==> src/rtl/upg_pkg.sv <==
// Shared definitions for the UART program loader: loader states, segment
// header bit positions, status bytes and the per-segment word limit.
package upg_pkg;

    typedef enum logic [2:0] {
        HDR_SEG,
        HDR_LO,
        HDR_HI,
        DATA,
        DONE,
        ERR
    } ld_state_t;

    localparam int          SEG_TARGET_BIT = 0;
    localparam int          SEG_LAST_BIT   = 7;
    localparam logic [7:0]  ACK_OK         = 8'h4F;
    localparam logic [7:0]  ACK_ERR        = 8'h45;
    localparam int          MAX_WORDS      = 16384;

    // A segment byte is well formed only when its reserved bits 6:1 are clear.
    function automatic logic seg_ok(input logic [7:0] b);
        return (b[6:1] == 6'd0);
    endfunction

endpackage

==> src/rtl/uart_byte_rx.sv <==
// Oversampled 8N1 UART receiver. The start bit is confirmed at its middle,
// data and stop bits are sampled at their middles. A good stop bit yields a
// one-cycle o_byte_vld; a low stop bit yields a one-cycle o_frm_err instead.
module uart_byte_rx #(
    parameter int DIV = 4,
    parameter int OVS = 16
) (
    input  logic       i_clk,
    input  logic       i_rst_n,
    input  logic       i_rx,
    output logic [7:0] o_byte,
    output logic       o_byte_vld,
    output logic       o_frm_err
);

    typedef enum logic [1:0] {RX_IDLE, RX_START, RX_DATA, RX_STOP} rx_state_t;

    localparam int DW = (DIV > 1) ? $clog2(DIV) : 1;
    localparam int OW = (OVS > 1) ? $clog2(OVS) : 1;

    rx_state_t     r_state, w_next;
    logic [2:0]    r_sync;      // [1:0] synchroniser, [2] previous synced level
    logic [DW-1:0] r_div;
    logic [OW-1:0] r_ovs;
    logic [2:0]    r_bit;
    logic [7:0]    r_shift;
    logic          w_rx, w_tick, w_mid_start, w_mid_bit;

    assign w_rx        = r_sync[1];
    assign w_tick      = (r_div == DW'(DIV - 1));
    assign w_mid_start = w_tick && (r_ovs == OW'(OVS / 2 - 1));
    assign w_mid_bit   = w_tick && (r_ovs == OW'(OVS - 1));

    // Next-state: a falling edge arms the start check; a high level at mid-start is a glitch.
    always_comb begin
        w_next = r_state;
        case (r_state)
            RX_IDLE:  if (!w_rx && r_sync[2]) w_next = RX_START;
            RX_START: if (w_mid_start) w_next = w_rx ? RX_IDLE : RX_DATA;
            RX_DATA:  if (w_mid_bit && (r_bit == 3'd7)) w_next = RX_STOP;
            RX_STOP:  if (w_mid_bit) w_next = RX_IDLE;
            default:  w_next = RX_IDLE;
        endcase
    end

    // State, oversample timing, bit shifting and the byte/error strobes.
    always_ff @(posedge i_clk or negedge i_rst_n) begin
        if (!i_rst_n) begin
            r_state    <= RX_IDLE;
            r_sync     <= 3'b111;
            r_div      <= '0;
            r_ovs      <= '0;
            r_bit      <= '0;
            r_shift    <= '0;
            o_byte     <= '0;
            o_byte_vld <= 1'b0;
            o_frm_err  <= 1'b0;
        end else begin
            r_state    <= w_next;
            r_sync     <= {r_sync[1:0], i_rx};
            o_byte_vld <= 1'b0;
            o_frm_err  <= 1'b0;
            if (r_state == RX_IDLE || (r_state == RX_START && w_mid_start)) begin
                r_div <= '0;
                r_ovs <= '0;
                r_bit <= '0;
            end else begin
                r_div <= w_tick ? '0 : r_div + DW'(1);
                if (w_mid_bit)   r_ovs <= '0;
                else if (w_tick) r_ovs <= r_ovs + OW'(1);
                if (r_state == RX_DATA && w_mid_bit) begin
                    r_shift <= {w_rx, r_shift[7:1]};
                    r_bit   <= r_bit + 3'd1;
                end
                if (r_state == RX_STOP && w_mid_bit) begin
                    o_byte     <= r_shift;
                    o_byte_vld <= w_rx;
                    o_frm_err  <= !w_rx;
                end
            end
        end
    end

endmodule

==> src/rtl/uart_prog_loader.sv <==
// UART boot loader: parses SEG/CNT_LO/CNT_HI headers, packs data bytes
// little-endian into 32-bit words, pulses upg_wen_o per word and reports
// a one-byte status ('O' on completion, 'E' on a fault) on upg_tx_o.
module uart_prog_loader
    import upg_pkg::*;
#(
    parameter int CLK_HZ = 10_000_000,
    parameter int BAUD   = 128_000,
    parameter int OVS    = 16
) (
    input  logic        upg_clk_i,
    input  logic        upg_rst_i,
    input  logic        upg_rx_i,
    output logic        upg_clk_o,
    output logic        upg_wen_o,
    output logic [14:0] upg_adr_o,
    output logic [31:0] upg_dat_o,
    output logic        upg_done_o,
    output logic        upg_tx_o
);

    localparam int DIV     = CLK_HZ / (BAUD * OVS);
    localparam int BIT_CYC = DIV * OVS;
    localparam int CW      = (BIT_CYC > 1) ? $clog2(BIT_CYC) : 1;

    ld_state_t     r_state, w_next;
    logic [7:0]    w_byte;
    logic          w_bvld, w_ferr, w_tx_req;
    logic [7:0]    w_tx_byte;
    logic [15:0]   w_n;
    logic          r_target, r_last, r_done, r_wen;
    logic [15:0]   r_cnt;
    logic [14:0]   r_words;
    logic [1:0]    r_bk;
    logic [31:0]   r_word, r_dat;
    logic [14:0]   r_adr;
    logic          r_pend, r_tx_busy;
    logic [7:0]    r_pend_byte;
    logic [9:0]    r_tx_sh;
    logic [CW-1:0] r_tx_cyc;
    logic [3:0]    r_tx_bits;

    uart_byte_rx #(.DIV(DIV), .OVS(OVS)) u_rx (
        .i_clk      (upg_clk_i),
        .i_rst_n    (upg_rst_i),
        .i_rx       (upg_rx_i),
        .o_byte     (w_byte),
        .o_byte_vld (w_bvld),
        .o_frm_err  (w_ferr)
    );

    assign upg_clk_o  = upg_clk_i;
    assign upg_wen_o  = r_wen;
    assign upg_adr_o  = r_adr;
    assign upg_dat_o  = r_dat;
    assign upg_done_o = r_done;
    assign upg_tx_o   = r_tx_busy ? r_tx_sh[0] : 1'b1;

    // Loader sequencing and status-byte requests.
    always_comb begin
        w_next    = r_state;
        w_tx_req  = 1'b0;
        w_tx_byte = ACK_OK;
        w_n       = {w_byte, r_cnt[7:0]};
        case (r_state)
            HDR_SEG: if (w_ferr) w_next = ERR;
                     else if (w_bvld) w_next = seg_ok(w_byte) ? HDR_LO : ERR;
            HDR_LO:  if (w_ferr) w_next = ERR;
                     else if (w_bvld) w_next = HDR_HI;
            HDR_HI:  if (w_ferr) w_next = ERR;
                     else if (w_bvld) begin
                         if (w_n == 16'd0)                 w_next = r_last ? DONE : HDR_SEG;
                         else if (w_n > 16'(MAX_WORDS))    w_next = ERR;
                         else                              w_next = DATA;
                     end
            DATA:    if (w_ferr) w_next = ERR;
                     else if (w_bvld && r_bk == 2'd3 && ({1'b0, r_words} + 16'd1 == r_cnt))
                         w_next = r_last ? DONE : HDR_SEG;
            DONE:    w_next = DONE;
            ERR: begin
                w_tx_req  = 1'b1;
                w_tx_byte = ACK_ERR;
                w_next    = HDR_SEG;
            end
            default: w_next = HDR_SEG;
        endcase
        if (w_next == DONE && r_state != DONE) w_tx_req = 1'b1;
    end

    // Header capture, word packing and the write strobe.
    always_ff @(posedge upg_clk_i or negedge upg_rst_i) begin
        if (!upg_rst_i) begin
            r_state  <= HDR_SEG;
            r_target <= 1'b0;
            r_last   <= 1'b0;
            r_cnt    <= '0;
            r_words  <= '0;
            r_bk     <= '0;
            r_word   <= '0;
            r_wen    <= 1'b0;
            r_adr    <= '0;
            r_dat    <= '0;
            r_done   <= 1'b0;
        end else begin
            r_state <= w_next;
            r_wen   <= 1'b0;
            if (w_bvld) begin
                case (r_state)
                    HDR_SEG: begin
                        r_target <= w_byte[SEG_TARGET_BIT];
                        r_last   <= w_byte[SEG_LAST_BIT];
                        r_words  <= '0;
                        r_bk     <= '0;
                    end
                    HDR_LO:  r_cnt[7:0]  <= w_byte;
                    HDR_HI:  r_cnt[15:8] <= w_byte;
                    DATA: begin
                        r_word <= {w_byte, r_word[31:8]};
                        r_bk   <= r_bk + 2'd1;
                        if (r_bk == 2'd3) begin
                            r_wen   <= 1'b1;
                            r_adr   <= {r_target, r_words[13:0]};
                            r_dat   <= {w_byte, r_word[31:8]};
                            r_words <= r_words + 15'd1;
                        end
                    end
                    default: ;
                endcase
            end
            // A fault drops any partial word and restarts word numbering.
            if (w_next == ERR) begin
                r_words <= '0;
                r_bk    <= '0;
            end
            if (w_next == DONE) r_done <= 1'b1;
        end
    end

    // Status transmitter: one pending slot feeding a 10-bit 8N1 shifter.
    always_ff @(posedge upg_clk_i or negedge upg_rst_i) begin
        if (!upg_rst_i) begin
            r_pend      <= 1'b0;
            r_pend_byte <= '0;
            r_tx_busy   <= 1'b0;
            r_tx_sh     <= '1;
            r_tx_cyc    <= '0;
            r_tx_bits   <= '0;
        end else begin
            if (w_tx_req) begin
                r_pend      <= 1'b1;
                r_pend_byte <= w_tx_byte;
            end
            if (!r_tx_busy) begin
                if (r_pend) begin
                    r_tx_busy <= 1'b1;
                    r_tx_sh   <= {1'b1, r_pend_byte, 1'b0};
                    r_tx_cyc  <= '0;
                    r_tx_bits <= '0;
                    r_pend    <= w_tx_req;
                end
            end else if (r_tx_cyc == CW'(BIT_CYC - 1)) begin
                r_tx_cyc <= '0;
                r_tx_sh  <= {1'b1, r_tx_sh[9:1]};
                if (r_tx_bits == 4'd9) r_tx_busy <= 1'b0;
                else                   r_tx_bits <= r_tx_bits + 4'd1;
            end else begin
                r_tx_cyc <= r_tx_cyc + CW'(1);
            end
        end
    end

endmodule
==> config.mk <==
export PLATFORM = sky130hd
export DESIGN_NAME = uart_prog_loader
export DESIGN_NICKNAME = d
export VERILOG_FILES = /design/src/rtl/upg_pkg.sv /design/src/rtl/uart_byte_rx.sv /design/src/rtl/uart_prog_loader.sv
export SDC_FILE = /design/constraint.sdc
export NUM_CORES = 1
export LEC_CHECK = 0
export BUFFER_PORTS_ARGS = -buffer_cell sky130_fd_sc_hd__buf_2
export CAP_MARGIN = 30
export CORE_ASPECT_RATIO = 2
export CORE_UTILIZATION = 35
export CTS_CLUSTER_SIZE = 16
export DETAILED_ROUTE_END_ITERATION = 7
export PLACE_DENSITY = 0.58
export SLEW_MARGIN = 10
export SYNTH_ARGS = -nofsm -noshare
export SYNTH_HDL_FRONTEND = slang
export SYNTH_HIERARCHICAL = 1
export SYNTH_SLANG_ARGS = --single-unit
==> constraint.sdc <==
create_clock -name upg_clk_i -period 2.8 [get_ports upg_clk_i]
set_input_delay 0.56 -clock upg_clk_i [delete_from_list [all_inputs] [get_ports upg_clk_i]]
set_output_delay 0.56 -clock upg_clk_i [all_outputs]
set_load 0.005 [all_outputs]
==> flow_summary.rst <==
.. list-table::
   :header-rows: 1

   * - Metric
     - Value
   * - Clk Latency, worst-skew pair
     - 0.57 ns
   * - Result of the run
     - finished, violations left
   * - Count of endpoints failing setup in the final report
     - 9
   * - Peak clock frequency supported by timing
     - 0.355 GHz
   * - Final clock period utilization by the worst path
     - 101%
   * - Total area of multi-input combinational cells
     - 3600 um^2
   * - Fraction of synthesized cell area taken by the top area cell type
     - 49.2%
   * - Worst Setup Path Type
     - reg -> reg
   * - Number of global-route vias before repair
     - 5777
   * - Layout Skew
     - 0.00770 ns
   * - #FFs+latches synth
     - 166
   * - Data arrival, critical path
     - 3.31 ns
   * - Sequential cell area fraction in the yosys report
     - 53.3%
   * - Post-synth EDFFs
     - 0
   * - Final routed DRC violation total
     - 0
   * - Unrepaired setup endpoints after global routing
     - true
   * - Total half-perimeter wirelength after legalization and detailed placement
     - 13500 um
   * - Element type at the critical path start
     - flop
   * - Width of the chip
     - 108 um
   * - Initial Util
     - 35.5%
   * - Pre-CTS setup slack
     - -0.434 ns
   * - Most area-hungry cell type in the Yosys netlist
     - dfrtp_1
   * - Drt first pass iters
     - 4
   * - Highest net fanout along the worst path
     - 6
   * - Count of input and output buffers
     - 53
   * - Number of hold violations in the final report
     - 0
   * - Kind of end point of the critical path
     - flop
   * - Area occupied by registers
     - 4170 um^2
   * - Cell type of the slowest stage on the worst timing path
     - dfrtp_2
   * - Yosys warns
     - 6
   * - Transition time at the pin with the least slew margin
     - 0.651 ns
   * - Antenna cells
     - 0
   * - Critical Path Max Stage Delay
     - 0.42 ns
   * - Worst slew margin relative to its limit
     - 56.5%
   * - Post-DR vias/cell
     - 5.21
   * - Overall routing resource usage
     - 18.2%
   * - Violated checks
     - negative setup slack
   * - Final-stage net count
     - 802
   * - Most prevalent standard cell on the critical path
     - buf_4
   * - Initial DRC Count
     - 225
   * - Fill cells
     - 2040
   * - Required time of the worst setup path
     - 3.29 ns
   * - Growth of design area from synthesis to finish
     - 25.0%
   * - Count of distinct cell types in the synthesized netlist
     - 71
   * - FFs w/ async S/R, synth
     - 100%
   * - Total congestion overflow after global routing
     - 0
   * - Worst setup slack after layout
     - -0.0191 ns
   * - Leakage
     - 4.79 nW
   * - Netlist area before placement
     - 7830 um^2
   * - Critical Path, Cell by Cell
     - buf_4 -> and3_4 -> xnor2_1 -> o32a_1 -> o311a_4 -> nor4_4 -> o311ai_1 -> buf_4 -> buf_4 -> or3_1 -> o21ai_2
   * - Ratio of total power to cell area
     - 578 nW/um^2
   * - Number of slew-limit violations in the final report
     - 0
   * - DIE AREA
     - 23000 um^2
   * - Reg clk slew, reported paths
     - 0.06 ns
   * - Total nets after synthesis
     - 689
   * - Worst Hold Class
     - in -> reg
   * - Crit path time final
     - 2.82 ns
   * - Max-cap violation count
     - 0
   * - WL/cell
     - 17.6 um
   * - Number of instances in the synthesized netlist
     - 677
   * - Worst ir drop on vdd
     - 585 uV
   * - Site Rows
     - 77
   * - Vias
     - 5622
   * - Post-route antenna net violation count
     - 0
   * - Core Region
     - 22100 um^2
   * - Initial antenna violation count
     - 0
   * - Largest net degree at the start of global routing
     - 54
   * - Die height
     - 213 um
   * - Syn Area/Cell
     - 11.6 um^2
   * - TritonCTS clock tree
     - yes
   * - Global-route wire length before repair
     - 30600 um
   * - Cell types with the largest area share after synthesis
     - dfrtp_1 49%, mux2_2 15%, dfstp_2 4.0%
   * - Sum of routed wire length over all layers
     - 19000 um
   * - Dominant register cell in the synthesized netlist
     - dfrtp_1
   * - Final weighted congestion of routability-driven global placement
     - 0.875
   * - Fraction of layout instances using a drive strength above 1
     - 41.1%
   * - I/O pin cnt
     - 54
   * - Final instance area
     - 9790 um^2
   * - Instance area at placement
     - 8830 um^2
flip-flops by register name (all words and copies together), names as in the netlist, 2 cells and up, named ones only:
name,count
u_rx/r_bit,3
u_rx/r_ovs,4
r_pend_byte,2
r_tx_cyc,6
r_cnt,16
r_bk,2
u_rx/r_sync,3
r_tx_bits,4
r_words,15
u_rx/o_byte,8
upg_adr_o,15
u_rx/r_div,2
u_rx/r_shift,8
upg_dat_o,32
r_word,24
r_tx_sh,9
r_state,3
where the power goes:
group | leakage, nW | internal [mW] | total (mW) | switching [mW]
logic | 2.19 | 0.125 | 0.324 | 0.198
registers | 2.26 | 2.48 | 2.57 | 0.0929
clock network | 0.343 | 1.72 | 2.76 | 1.04
cell usage after synthesis, types with 7 or more instances:
library cell / count
o21ai_1: 8
ha_1: 9
dfrtp_1: 154
a21oi_1: 20
and3_1: 10
nand2_1: 57
clkbuf_1: 21
a31o_2: 7
nor2_1: 28
o21ai_0: 50
dfstp_2: 12
xnor2_1: 15
nor3_1: 10
nand3_1: 19
inv_1: 15
xor2_1: 12
mux2_2: 103
final cells by class:
class                   instances  share of cell area (%)
clock buffers                  23                    5.34
clock inverters                13                    1.98
inverters                      15                   0.575
multi-input cells             457                    36.8
flip-flops and latches        166                    42.6
well taps                     276                    3.53
repair buffers                129                    9.12
stage by stage:
| stage | instances | setup TNS [ns] | utilization, % | hold slack (ns) | power, mW |
|---|---|---|---|---|---|
| after floorplan | 677 | 0 | - | 0.264 | 2.86 |
| after global placement | 1037 | -6.00 | 40.0 | 0.349 | 2.95 |
| after detailed placement | 1037 | -7.00 | 40.0 | 0.347 | 2.96 |
| after CTS | 1078 | 0 | 43.7 | 0.0786 | 5.74 |
| after global routing | 1079 | -1.46 | 44.4 | 0.0765 | 5.89 |
| final | 1079 | -0.118 | 44.4 | 0.0883 | 5.66 |
worst paths after layout:
| check | start | endpoint | slack (ns) | depth (start not counted) |
|---|---|---|---|---|
| min in group asynchronous | upg_rst_i | upg_adr_o[5] | 0.53 | 2 |
| worst min register to register | u_rx/r_sync[0] | u_rx/r_sync[1] | 0.36 | 0 |
| worst max register to register | r_words[0] | r_words[12] | -0.02 | 11 |
| max in group asynchronous | upg_rst_i | r_tx_sh[7] | 1.56 | 3 |
| worst max-delay path | r_words[0] | r_words[12] | -0.02 | 11 |
| worst min-delay path | upg_rx_i | u_rx/r_sync[0] | 0.09 | 1 |
placed cells by master (no fill, tap or decap), types with 4 or more instances in the layout:
master / netlist / final
mux2i_1: 4 / 4
o21ai_2: 3 / 7
dfstp_2: 12 / 12
bufinv_16: 0 / 4
buf_4: 6 / 71
o21ai_1: 8 / 5
nand2_1: 57 / 56
xor2_1: 12 / 12
ha_1: 9 / 8
clkbuf_16: 0 / 20
nand2b_1: 6 / 5
inv_1: 15 / 15
a31oi_1: 4 / 4
buf_2: 6 / 52
and3_1: 10 / 8
o21a_1: 4 / 4
nor2_1: 28 / 25
a31o_2: 7 / 7
dfrtp_1: 154 / 153
nand3_1: 19 / 16
o21ai_0: 50 / 49
xnor2_1: 15 / 14
mux2_2: 103 / 103
or4_1: 5 / 5
a21oi_1: 20 / 20
or3_1: 6 / 6
nor3_1: 10 / 10
kinds of logic after synthesis:
logic type	synth area share, %
AND/OR/NAND/NOR	12.6
multiplexers	15.3
adder cells (fa/ha/maj)	1.44
flip-flops	53.3
XOR/XNOR	3.02
buffers and inverters	3.07
AO/OA/AOI/OAI	11.3
worst max-delay path: cells and delay by family (launching register included):
family / cells / cell delay [ns]
compound gates: 4 / 0.90
simple gates: 3 / 0.81
buf+inv: 3 / 0.51
flops: 1 / 0.42
xor+xnor: 1 / 0.12
metal layers:
metal,GRT usage (%),part of all wire [%]
met2,32.4,56
met1,18.2,37
met5,0,0
met3,4.38,3.0
met4,13.2,4.6
timing repair:
item	in CTS	in global routing
pin swaps	7	8
setup buffers	6	2
hold buffers	1	0
setup endpoints to repair	20	21
endpoints found under the hold margin	45	0
gates resized for setup	8	28
Note: power is estimated with default switching activity, not from simulation.
